File: src/rtl/ov5640_pix_capture.sv
`timescale 1ns/1ps
// OV5640 DVP capture: skips start-up frames, packs byte pairs into RGB565,
// expands to RGB888 and writes a clipped H_PIXEL x V_PIXEL window per frame.
//
//   state      | meaning
//   ST_IDLE    | waiting for sys_init_done, nothing written
//   ST_SKIP    | discarding PIC_WAIT frames, counting vsync rising edges
//   ST_CAPTURE | writing pixels, checking line/frame geometry
module ov5640_pix_capture #(
    parameter int PIC_WAIT = 10,
    parameter int H_PIXEL  = 640,
    parameter int V_PIXEL  = 480
) (
    input  logic        sys_clk,
    input  logic        sys_rst,
    input  logic        sys_init_done,
    input  logic        ov5640_vsync,
    input  logic        ov5640_href,
    input  logic [7:0]  ov5640_data,
    output logic        ov5640_wr_en,
    output logic [23:0] ov5640_data_out,
    output logic        frame_start,
    output logic        line_err,
    output logic        frame_err
);

    localparam int              SKIP_W    = $clog2(PIC_WAIT + 1);
    localparam logic [SKIP_W-1:0] SKIP_LOAD = SKIP_W'(PIC_WAIT);
    localparam logic [SKIP_W-1:0] SKIP_LAST = SKIP_W'(1);
    localparam logic [11:0]     H_LIM     = 12'(H_PIXEL);
    localparam logic [11:0]     V_LIM     = 12'(V_PIXEL);
    localparam logic [11:0]     CNT_MAX   = 12'hFFF;

    typedef enum logic [1:0] {
        ST_IDLE,
        ST_SKIP,
        ST_CAPTURE
    } state_t;

    state_t              state_q;
    logic [SKIP_W-1:0]   skip_cnt_q;

    logic                v_r_q;
    logic                v_rd_q;
    logic                h_r_q;
    logic                h_rd_q;
    logic [7:0]          d_r_q;

    logic                toggle_q;
    logic                toggle_d;
    logic [7:0]          hi_q;
    logic [7:0]          hi_d;
    logic [11:0]         x_cnt_q;
    logic [11:0]         x_cnt_d;
    logic [11:0]         y_cnt_q;
    logic [11:0]         y_cnt_d;
    logic [11:0]         y_cnt_inc;

    logic                pix_vld_q;
    logic                pix_first_q;
    logic [15:0]         pix_q;

    logic                wr_en_q;
    logic [23:0]         rgb_q;
    logic                frame_start_q;
    logic                line_err_q;
    logic                frame_err_q;

    logic                vs_rise;
    logic                h_fall;
    logic                in_capture;
    logic                pix_done;
    logic                pix_wr;
    logic                pix_first;
    logic                line_seen;
    logic                line_err_set;
    logic                frame_err_set;

    function automatic logic [23:0] rgb565_to_888(input logic [15:0] p);
        return {p[15:11], p[15:13], p[10:5], p[10:9], p[4:0], p[4:2]};
    endfunction

    assign vs_rise    = v_r_q & ~v_rd_q;
    assign h_fall     = h_rd_q & ~h_r_q;
    assign in_capture = (state_q == ST_CAPTURE);
    assign pix_done   = h_r_q & toggle_q;
    assign pix_wr     = pix_done & in_capture & sys_init_done &
                        (x_cnt_q < H_LIM) & (y_cnt_q < V_LIM);
    assign pix_first  = pix_wr & (x_cnt_q == 12'd0) & (y_cnt_q == 12'd0);
    assign line_seen  = h_fall & (x_cnt_q != 12'd0);
    assign y_cnt_inc  = (line_seen && (y_cnt_q != CNT_MAX)) ? y_cnt_q + 12'd1 : y_cnt_q;

    // A line ending on the same cycle as vsync still counts toward the frame check
    assign line_err_set  = h_fall & in_capture & ((x_cnt_q != H_LIM) | toggle_q);
    assign frame_err_set = vs_rise & in_capture & (y_cnt_inc != V_LIM);

    always_comb begin
        toggle_d = toggle_q;
        hi_d     = hi_q;
        x_cnt_d  = x_cnt_q;
        y_cnt_d  = y_cnt_inc;

        if (h_r_q) begin
            if (!toggle_q) begin
                hi_d = d_r_q;
            end
            toggle_d = ~toggle_q;
        end else begin
            toggle_d = 1'b0;
        end

        if (pix_done && (x_cnt_q != CNT_MAX)) begin
            x_cnt_d = x_cnt_q + 12'd1;
        end
        if (h_fall) begin
            x_cnt_d = 12'd0;
        end

        // The completing pixel above was already judged against the old frame
        if (vs_rise) begin
            toggle_d = 1'b0;
            y_cnt_d  = 12'd0;
        end
    end

    always_ff @(posedge sys_clk) begin
        if (sys_rst) begin
            state_q    <= ST_IDLE;
            skip_cnt_q <= '0;
        end else begin
            case (state_q)
                ST_IDLE: begin
                    skip_cnt_q <= SKIP_LOAD;
                    if (sys_init_done) begin
                        state_q <= ST_SKIP;
                    end
                end
                ST_SKIP: begin
                    if (!sys_init_done) begin
                        state_q <= ST_IDLE;
                    end else if (vs_rise) begin
                        if (skip_cnt_q == SKIP_LAST) begin
                            state_q <= ST_CAPTURE;
                        end
                        skip_cnt_q <= skip_cnt_q - SKIP_LAST;
                    end
                end
                ST_CAPTURE: begin
                    if (!sys_init_done) begin
                        state_q <= ST_IDLE;
                    end
                end
                default: begin
                    state_q <= ST_IDLE;
                end
            endcase
        end
    end

    always_ff @(posedge sys_clk) begin
        if (sys_rst) begin
            v_r_q         <= 1'b0;
            v_rd_q        <= 1'b0;
            h_r_q         <= 1'b0;
            h_rd_q        <= 1'b0;
            d_r_q         <= 8'd0;
            toggle_q      <= 1'b0;
            hi_q          <= 8'd0;
            x_cnt_q       <= 12'd0;
            y_cnt_q       <= 12'd0;
            pix_vld_q     <= 1'b0;
            pix_first_q   <= 1'b0;
            pix_q         <= 16'd0;
            wr_en_q       <= 1'b0;
            rgb_q         <= 24'd0;
            frame_start_q <= 1'b0;
            line_err_q    <= 1'b0;
            frame_err_q   <= 1'b0;
        end else begin
            v_r_q    <= ov5640_vsync;
            v_rd_q   <= v_r_q;
            h_r_q    <= ov5640_href;
            h_rd_q   <= h_r_q;
            d_r_q    <= ov5640_data;

            toggle_q <= toggle_d;
            hi_q     <= hi_d;
            x_cnt_q  <= x_cnt_d;
            y_cnt_q  <= y_cnt_d;

            pix_vld_q   <= pix_wr;
            pix_first_q <= pix_first;
            if (pix_wr) begin
                pix_q <= {hi_q, d_r_q};
            end

            // Losing init cancels a pixel already in flight
            wr_en_q       <= pix_vld_q & sys_init_done;
            frame_start_q <= pix_first_q & sys_init_done;
            if (pix_vld_q && sys_init_done) begin
                rgb_q <= rgb565_to_888(pix_q);
            end

            if (line_err_set) begin
                line_err_q <= 1'b1;
            end
            if (frame_err_set) begin
                frame_err_q <= 1'b1;
            end
        end
    end

    assign ov5640_wr_en    = wr_en_q;
    assign ov5640_data_out = rgb_q;
    assign frame_start     = frame_start_q;
    assign line_err        = line_err_q;
    assign frame_err       = frame_err_q;

endmodule

File: config.mk
export PLATFORM = sky130hd
export DESIGN_NAME = ov5640_pix_capture
export DESIGN_NICKNAME = d
export VERILOG_FILES = /design/src/rtl/ov5640_pix_capture.sv
export SDC_FILE = /design/constraint.sdc
export NUM_CORES = 1
export LEC_CHECK = 0
export BUFFER_PORTS_ARGS = -buffer_cell sky130_fd_sc_hd__buf_4
export CAP_MARGIN = 20
export CELL_PAD_IN_SITES_DETAIL_PLACEMENT = 1
export CELL_PAD_IN_SITES_GLOBAL_PLACEMENT = 2
export CORE_ASPECT_RATIO = 1.1
export CORE_MARGIN = 2
export CORE_UTILIZATION = 35
export CTS_CLUSTER_SIZE = 8
export DETAILED_ROUTE_END_ITERATION = 10
export PLACE_DENSITY = 0.81
export SLEW_MARGIN = 5
export SYNTH_ARGS = -nofsm -noshare
export SYNTH_HDL_FRONTEND = slang
export SYNTH_SLANG_ARGS = --single-unit
File: constraint.sdc
create_clock -name sys_clk -period 2.6 [get_ports sys_clk]
set_input_delay 0.26 -clock sys_clk [delete_from_list [all_inputs] [get_ports sys_clk]]
set_output_delay 0.26 -clock sys_clk [all_outputs]
set_load 0.01 [all_outputs]
==> flow_summary.ini <==
[global_routing]
antenna_found_initial = 0
use_met2_pct = 26.0
grt_max_degree = 50
grt_usage_pct = 15.3
grt_pass1_wl_um = 14100
grt_remaining_overflow = 0
grt_pass1_vias = 2957
top_usage_layer = met2
grt_use_met1_pct = 18.9
grtUsageMet3_pct = 4.01

[clocking]
htree_levels = 3
clk_pin_slew_worst_paths_ps = 60
clock_path_buffers = 2
cts_hold_buf = 0
cts-buffers-inserted = 9
cts_repair_resize_count = 0
cts_sinks = 89
clkLatencyLatePin_ps = 340
root_buffer = clkbuf_16
cts_tree = done
post_cts_buffers = 0

[floorplanning]
fp.dieW_um = 103
dieArea_sq_um = 11600
core_area_sq_um = 10400
initial_core_util_pct = 36.1
die_height_um = 113
rows = 39
ioPinCount = 41

[route]
routed_wirelength_um = 8300
vias = 2928
ant_nets = 0
wire_per_inst_um = 13.8
viasPerCell = 4.86
drtIter0Drc = 68
drc = 0
dr.pass1.iters = 4

[setup_path]
max_stage_delay_ps = 470
cp.required_ps = 2830
worst_path_dominant_cell_family = simple AND/OR/NAND/NOR gates
critPathLaunchType = flop
worstSetupPathType = reg2reg
cpMaxStageDelayCell = or3_4
critPathBufInv = 1
path_cells = inv_1, ha_1, nor2b_1, and4_4, or3_4, nor4_1, a21oi_1, o31a_1
cp.depth = 8
reg2reg_from = x_cnt_q[0]
cp-endpoint = frame_err
rr_endpoint = frame_err
reg2reg_depth = 8
critPathMaxFanout = 12
crit_path_start = x_cnt_q[0]
end_kind = flop
arrival_ps = 2460
reg2reg_slack_ps = 370

[finish]
multi_input_area_sq_um = 1760
layout_commonest_cell = dfxtp_1
area_growth_pct = 16.6
regArea_sq_um = 1780
drive_gt1_share_pct = 15.0
final_cell_mix = dfxtp_1, nand2_1, nor2_1
fin_util_pct = 42.1
nets = 473
antenna_cells = 0
fillers = 1260

[sta]
layout_min_cycle_time_ps = 2230
skew_ps = 3.88
tightest_slew_ps = 760
fin_setup_tns_ps = 0
hold_viol_final = 0
setup_viol = 0
max-slew-margin-rel_pct = 48.0
rsz0062_at_grt = no
final_max_slew_viol_count = 0
fmax_ghz = 0.448
period_share_pct = 85.8

[synth]
synth_cells = 431
synth_edf_count = 0
syn_nets = 450
synth-seq-cells = 89
synthArstFlopShare_pct = 0
netlist_area_sq_um = 3770
synth_seq_area_share_pct = 47.2
synth.distinct_cells = 47
yosysWarnings = 0
syn_area_per_cell_sq_um = 8.75
synth_flop_cell = dfxtp_1

[pwr]
netSwitchingFraction_pct = 20.8
combPwrFrac_pct = 2.7
clock_power_share_pct = 48.4
power_frac_seq_pct = 48.9
powerDensity_nw_per_um2 = 648
netSwitchingPower_mw = 0.592
intPower_mw = 2.26
p_leak_nw = 1.58
ir_drop_uv = 294

[run]
max_cap_violations = 0

[outcome]
status = finished, final reports clean

[place]
hpwl_um = 5790
gp_congestion = 0.819
numPortBuffers = 40

[hold_path]
hp-class = in2reg
synthesized netlist by cell type (6+ instances only):
master    count  area (sq um)
inv_1        11          41.3
ha_1          6          75.1
nor4_1        9          56.3
dfxtp_1      89          1780
xnor2_1      13           114
mux2i_1      21           210
nor2b_1      14          87.6
clkbuf_1     10          37.5
a21oi_1      32           160
buf_4        11          82.6
nand2_1      69           259
nor2_1       58           218
nand3_1      12          60.1
xor2_1       11          96.3
nand4_1       8          50.1
cell type report:
class	count	area share, %
Sequential cell	89	40.5
Timing Repair Buffer	42	7.17
Multi-Input combinational cell	300	40.1
Tap cell	143	4.07
Clock buffer	12	5.38
Clock inverter	4	1.74
Inverter	12	1.02
registers in the layout, indices dropped and copies added (netlist names):
| name | flops |
|---|---|
| ov5640_data_out | 16 |
| pix_vld_q | 1 |
| skip_cnt_q | 4 |
| ov5640_wr_en | 1 |
| y_cnt_q | 12 |
| h_rd_q | 1 |
| d_r_q | 8 |
| v_r_q | 1 |
| x_cnt_q | 12 |
| frame_err | 1 |
| toggle_q | 1 |
| v_rd_q | 1 |
| state_q | 2 |
| hi_q | 8 |
| pix_first_q | 1 |
| pix_q | 16 |
| frame_start | 1 |
| h_r_q | 1 |
| line_err | 1 |
worst reg2reg max path: stages, from the launching register on:
cell	delay, ps
dfxtp_1	420
inv_1	70
ha_1	180
nor2b_1	130
and4_4	200
or3_4	470
nor4_1	330
a21oi_1	70
o31a_1	240
metal layers:
| layer | vias up | routed length (um) |
|---|---|---|
| met5 | - | 0 |
| met4 | 0 | 100 |
| met3 | 9 | 238 |
| met2 | 30 | 4040 |
| met1 | 1417 | 3920 |
| li1 | 1472 | - |
worst min-delay path by stage:
stage	from	end	slack, ps	depth (start not counted)
2_1_floorplan	ov5640_data[0]	d_r_q[0]	390	1
3_3_place_gp	pix_first_q	frame_start	420	2
3_5_place_dp	pix_first_q	frame_start	410	2
4_1_cts	ov5640_data[7]	d_r_q[7]	120	2
5_1_grt	ov5640_data[1]	d_r_q[1]	130	2
6_report	ov5640_vsync	v_r_q	140	2
kinds of logic (layout without fill, tap and decap cells):
family / after synthesis / after routing / synth area share [%]
AND/OR/NAND/NOR: 204 / 204 / 26.7
buffers and inverters: 42 / 70 / 6.01
multiplexers: 21 / 21 / 5.57
flip-flops: 89 / 89 / 47.2
AO/OA/AOI/OAI: 45 / 45 / 6.93
adder cells (fa/ha/maj): 6 / 6 / 1.99
XOR/XNOR: 24 / 24 / 5.57
power groups by stage:
stage / Combinational [mW] / Sequential (mW) / Clock, mW
finish: 0.0770 / 1.39 / 1.38
global route: 0.0882 / 1.39 / 1.48
floorplan: 0.0530 / 1.42 / 0
global placement: 0.0774 / 1.42 / 0
detailed placement: 0.0785 / 1.42 / 0
CTS: 0.0792 / 1.39 / 1.42
stage by stage:
step / hold slack [ps] / power (mW) / std cells / cell area (sq um) / setup slack (ps)
6_report: 135 / 2.85 / 602 / 4400 / 370
5_1_grt: 130 / 2.97 / 602 / 4400 / 220
4_1_cts: 123 / 2.89 / 602 / 4400 / 364
3_5_place_dp: 411 / 1.50 / 586 / 4080 / 381
3_3_place_gp: 416 / 1.50 / 586 / 4080 / 478
2_1_floorplan: 388 / 1.47 / 431 / 3770 / 619
Power figures use the tool's default switching activity.
